--- config.mk ---
export PLATFORM = sky130hd
export DESIGN_NAME = memory_port_arbiter
export DESIGN_NICKNAME = d
export VERILOG_FILES = /design/src/rtl/memory_port_arbiter.sv
export SDC_FILE = /design/constraint.sdc
export NUM_CORES = 1
export LEC_CHECK = 0
export ABC_AREA = 1
export CORE_MARGIN = 4
export CORE_UTILIZATION = 30
export CTS_CLUSTER_DIAMETER = 60
export DETAILED_ROUTE_END_ITERATION = 12
export MAX_ROUTING_LAYER = met4
export SLEW_MARGIN = 0
export SYNTH_ARGS = -nofsm -noshare
export SYNTH_HDL_FRONTEND = slang
export SYNTH_SLANG_ARGS = --single-unit
--- constraint.sdc ---
create_clock -name clock -period 2.5 [get_ports clock]
set_clock_uncertainty 0.2 [all_clocks]
set_input_delay 0.75 -clock clock [delete_from_list [all_inputs] [get_ports clock]]
set_output_delay 0.75 -clock clock [all_outputs]
set_load 0.02 [all_outputs]
--- src/rtl/memory_port_arbiter.sv ---
// Shares one memory port between instruction fetch and data access.
// Round-robin on ties, registered outputs, timeout with sticky error.
module memory_port_arbiter #(
  parameter int ADDR_W  = 16,
  parameter int DATA_W  = 16,
  parameter int TIMEOUT = 15
) (
  input  logic              clock,
  input  logic              resetN,
  input  logic              ifReq,
  input  logic [ADDR_W-1:0] ifAddr,
  output logic              ifDone,
  output logic [DATA_W-1:0] ifData,
  input  logic              dReq,
  input  logic              dWrite,
  input  logic              dByte,
  input  logic [ADDR_W-1:0] dAddr,
  input  logic [DATA_W-1:0] dWData,
  output logic              dDone,
  output logic [DATA_W-1:0] dRData,
  output logic              memEn,
  output logic              memWE,
  output logic              memByte,
  output logic [ADDR_W-1:0] memAddr,
  output logic [DATA_W-1:0] memWData,
  input  logic [DATA_W-1:0] memRData,
  input  logic              memReady,
  output logic              busy,
  output logic              memError
);

  typedef enum logic [1:0] {
    IDLE   = 2'd0,
    ACCESS = 2'd1,
    DONE   = 2'd2
  } state_t;

  state_t            state, stateNext;
  logic              lastD, lastDNext;
  logic              ownD, ownDNext;
  logic              ownWr, ownWrNext;
  logic [7:0]        count, countNext;
  logic              pickD;
  logic              ifDoneNext, dDoneNext;
  logic [DATA_W-1:0] ifDataNext, dRDataNext;
  logic              memEnNext, memWENext, memByteNext;
  logic [ADDR_W-1:0] memAddrNext;
  logic [DATA_W-1:0] memWDataNext;
  logic              memErrorNext;

  always_ff @(posedge clock) begin
    if (!resetN) begin
      state    <= IDLE;
      lastD    <= 1'b0;
      ownD     <= 1'b0;
      ownWr    <= 1'b0;
      count    <= '0;
      ifDone   <= 1'b0;
      dDone    <= 1'b0;
      ifData   <= '0;
      dRData   <= '0;
      memEn    <= 1'b0;
      memWE    <= 1'b0;
      memByte  <= 1'b0;
      memAddr  <= '0;
      memWData <= '0;
      busy     <= 1'b0;
      memError <= 1'b0;
    end else begin
      state    <= stateNext;
      lastD    <= lastDNext;
      ownD     <= ownDNext;
      ownWr    <= ownWrNext;
      count    <= countNext;
      ifDone   <= ifDoneNext;
      dDone    <= dDoneNext;
      ifData   <= ifDataNext;
      dRData   <= dRDataNext;
      memEn    <= memEnNext;
      memWE    <= memWENext;
      memByte  <= memByteNext;
      memAddr  <= memAddrNext;
      memWData <= memWDataNext;
      busy     <= (stateNext != IDLE);
      memError <= memErrorNext;
    end
  end

  always_comb begin
    stateNext    = state;
    lastDNext    = lastD;
    ownDNext     = ownD;
    ownWrNext    = ownWr;
    countNext    = count;
    pickD        = 1'b0;
    ifDoneNext   = 1'b0;
    dDoneNext    = 1'b0;
    ifDataNext   = ifData;
    dRDataNext   = dRData;
    memEnNext    = memEn;
    memWENext    = memWE;
    memByteNext  = memByte;
    memAddrNext  = memAddr;
    memWDataNext = memWData;
    memErrorNext = memError;
    unique case (state)
      IDLE: begin
        if (ifReq || dReq) begin
          // data wins a tie unless it was the previous owner
          pickD        = dReq && (!ifReq || !lastD);
          lastDNext    = pickD;
          ownDNext     = pickD;
          ownWrNext    = pickD && dWrite;
          countNext    = '0;
          memEnNext    = 1'b1;
          memWENext    = pickD && dWrite;
          memByteNext  = pickD && dByte;
          memAddrNext  = pickD ? dAddr : ifAddr;
          memWDataNext = pickD ? dWData : '0;
          stateNext    = ACCESS;
        end
      end
      ACCESS: begin
        if (memReady || count == 8'(TIMEOUT - 1)) begin
          memEnNext   = 1'b0;
          memWENext   = 1'b0;
          memByteNext = 1'b0;
          stateNext   = DONE;
          ifDoneNext  = !ownD;
          dDoneNext   = ownD;
          if (!memReady) begin
            memErrorNext = 1'b1;
          end
          if (!ownD) begin
            ifDataNext = memReady ? memRData : '1;
          end else if (!ownWr) begin
            dRDataNext = memReady ? memRData : '1;
          end
        end else begin
          countNext = count + 8'd1;
        end
      end
      DONE: begin
        stateNext = IDLE;
      end
      default: begin
        stateNext = IDLE;
      end
    endcase
  end

endmodule

==> key figures <==
Placed design
  – Placed cell count: 755
  – PortBufs: 141
  – DP HPWL: 7.45 mm
  – GP Congestion: 0.771

Status
  – Status: complete, no violations

Clock network
  – Clk sinks: 83
  – CTS root buf: clkbuf_16
  – Post-CTS Setup Inserts: 0
  – Latest clock arrival within the worst-skew pair: 0.33 ns
  – Post-CTS sizing: 0
  – Number of CTS-inserted buffers: 9
  – Bufs on Longest Clock Path: 2
  – Worst-path clk slew: 0.07 ns
  – CTS H-tree lvls: 3
  – CTS tree: yes
  – Post-CTS Hold Fix Bufs: 0

Critical path
  – Slowest cell on crit path: clkdlybuf4s50_1
  – Crit path capture type: output port
  – Crit path cell chain: clkdlybuf4s50_1
  – Critical path type: reg2out
  – Crit. Startpoint: ifData[0]
  – Crit path DAT: 1.31 ns
  – Worst r2r src: count[1]
  – Worst Path Buf+Inv: 1
  – Delay-heaviest family, CP: buffers and inverters
  – Setup crit start kind: flip-flop
  – Maximum net fanout on the critical path: 2
  – CP Data Required Time: 1.55 ns
  – CP peak stage delay: 0.63 ns

STA
  – RSZ-0062 raised after global routing: no
  – Final Max Tran Viols: 0
  – Max Freq: 443 MHz
  – Tcrit/Tclk final: 90.4%
  – Final setup vio count: 0
  – Min Tclk post-route: 2.26 ns
  – Worst rel slew slack: 67.6%
  – Setup TNS: 0 ns
  – Worst slew pin tran: 0.483 ns
  – Final hold viol count: 0

Logic synthesis
  – Syn Inst Count: 482
  – Top cells by area, synth: dfxtp_1 48%, nand2_1 14%, a21oi_1 6.9%, nor2_1 5.0%, inv_1 4.8%
  – Yosys cell types: 31
  – Syn. warnings: 0
  – Syn avg cell area: 7.25 µm²
  – Yosys reg bits: 83
  – Syn nets: 555
  – Sequential area share after synthesis: 47.5%
  – Area leader, netlist: dfxtp_1
  – Post-Syn Area: 0.00350 mm²
  – Yosys top cell area share: 47.5%

GRT
  – Tot GR Track Use: 15.3%
  – Largest net degree at the start of global routing: 34
  – First-pass GRT wire length: 16.1 mm
  – GRT overflow: 0
  – Vias in the first global route: 3438
  – Antenna violations before repair: 0

Run
  – Max Cap Viol: 0

Final layout
  – Fillcell total: 1159
  – Diodes inserted: 0
  – Most frequent cells in the layout: 141 x clkdlybuf4s50_1, 130 x nand2_1, 83 x dfxtp_1
  – Layout cells sized above 1: 7.96%
  – Area grow syn2layout: 54.0%
  – Final Net Count: 696
  – Most common cell after layout, fill and taps aside: clkdlybuf4s50_1
  – Non-Filler Instances: 771

Route
  – WL met2: 4.33 mm
  – Highest metal used: met4
  – Met3 wire len: 793 µm
  – Drt wl/cell: 12.9 µm
  – Number of DRC markers in iteration 0: 212
  – ANT nets after route: 0
  – DRT met1 WL: 4.65 mm
  – Final wirelength: 9.92 mm
  – TritonRoute pass-1 iters: 4
  – DR vias/cell: 4.51
  – DRC errors left: 0
  – Via count: 3476

Power
  – Clock share of power: 38.9%
  – Worst VDD drop: 0.000333 V
  – Leak Pwr: 2.11 nW
  – Proportion of power drawn by flip-flops and latches: 41.7%
  – Power per Cell Area: 647 mW/mm²
  – Sw frac: 27.3%
  – Internal power: 2.53 mW
  – Psw: 0.949 mW
  – Combinational group share of total power: 19.4%

Min path
  – Min-Delay Path Class: reg2reg
  – Hold_sp: memWE

Die
  – Placement Rows: 39
  – Core box area: 0.0114 mm²
  – Die extent in y: 116 µm
  – Die ar.: 0.0134 mm²
  – Die width: 116 µm
  – # IOs: 142
  – Starting Density: 30.6%
## per-layer routing
metal,vias up,track usage [%]
met2,118,23.7
met3,12,3.76
li1,1817,-
met4,0,6.11
met5,-,-
met1,1529,19.1
## path summary, 6_finish.rpt
check | to | slack (ns) | cells past startpoint
worst max-delay path | ifData[0] | 0.24 | 1
worst min-delay path | memWE | 0.26 | 2
worst max register to register | dRData[1] | 0.62 | 9
worst min register to register | memWE | 0.26 | 2
## synth_stat cells (all sizes together)
library cell / count
xnor2: 1
or2: 1
nor3b: 2
ha: 2
o21ai: 36
o21bai: 2
nand3: 23
inv: 48
nand3b: 1
a21oi: 48
clkbuf: 17
nor2: 51
nand2: 142
o21a: 1
dfxtp: 83
a31oi: 16
nor3: 1
clkinv: 1
buf: 6
## registers in the layout, summed over array words and instances (netlist names)
register / flops
count: 8
memError: 1
ifData: 16
ownWr: 1
dRData: 16
busy: 1
memWE: 1
memWData: 16
ifDone: 1
memByte: 1
state: 2
memEn: 1
ownD: 1
dDone: 1
memAddr: 16
## power by group through the flow
| stage | Combinational [mW] | Sequential [mW] | Clock [mW] |
|---|---|---|---|
| floorplan | 0.244 | 1.57 | 0 |
| global placement | 0.676 | 1.48 | 0 |
| detailed placement | 0.679 | 1.48 | 0 |
| CTS | 0.682 | 1.45 | 1.38 |
| global route | 0.740 | 1.46 | 1.45 |
| finish | 0.674 | 1.45 | 1.36 |
## kinds of logic after synthesis
group	synth area share (%)
simple gates	27.6
compound gates	15.9
flops	47.5
buf+inv	8.05
fa+ha+maj	0.716
xor+xnor	0.251
## stage by stage
| stage | worst slack (ns) | cell area, µm² | hold slack, ns | util [%] | power (mW) |
|---|---|---|---|---|---|
| floorplan | 0.610 | 3500 | 0.244 | - | 1.81 |
| global placement | 0.140 | 5080 | 0.250 | 44.5 | 2.15 |
| detailed placement | 0.0994 | 5080 | 0.254 | 44.5 | 2.16 |
| CTS | 0.225 | 5380 | 0.263 | 47.1 | 3.52 |
| global route | 0.194 | 5380 | 0.277 | 47.1 | 3.65 |
| finish | 0.241 | 5380 | 0.260 | 47.1 | 3.48 |
## final cells by class
type                       instances  area, µm²  share of cell area (%)
sequential                        83       1660                    30.9
multi-input combinational        327       1550                    28.8
tap                              143        179                    3.32
clock inverter                     5       61.3                    1.14
timing repair buffer             153       1500                    27.9
inverter                          49        184                    3.42
clock buffer                      11        243                    4.51
(Power assumes the default switching activity.)
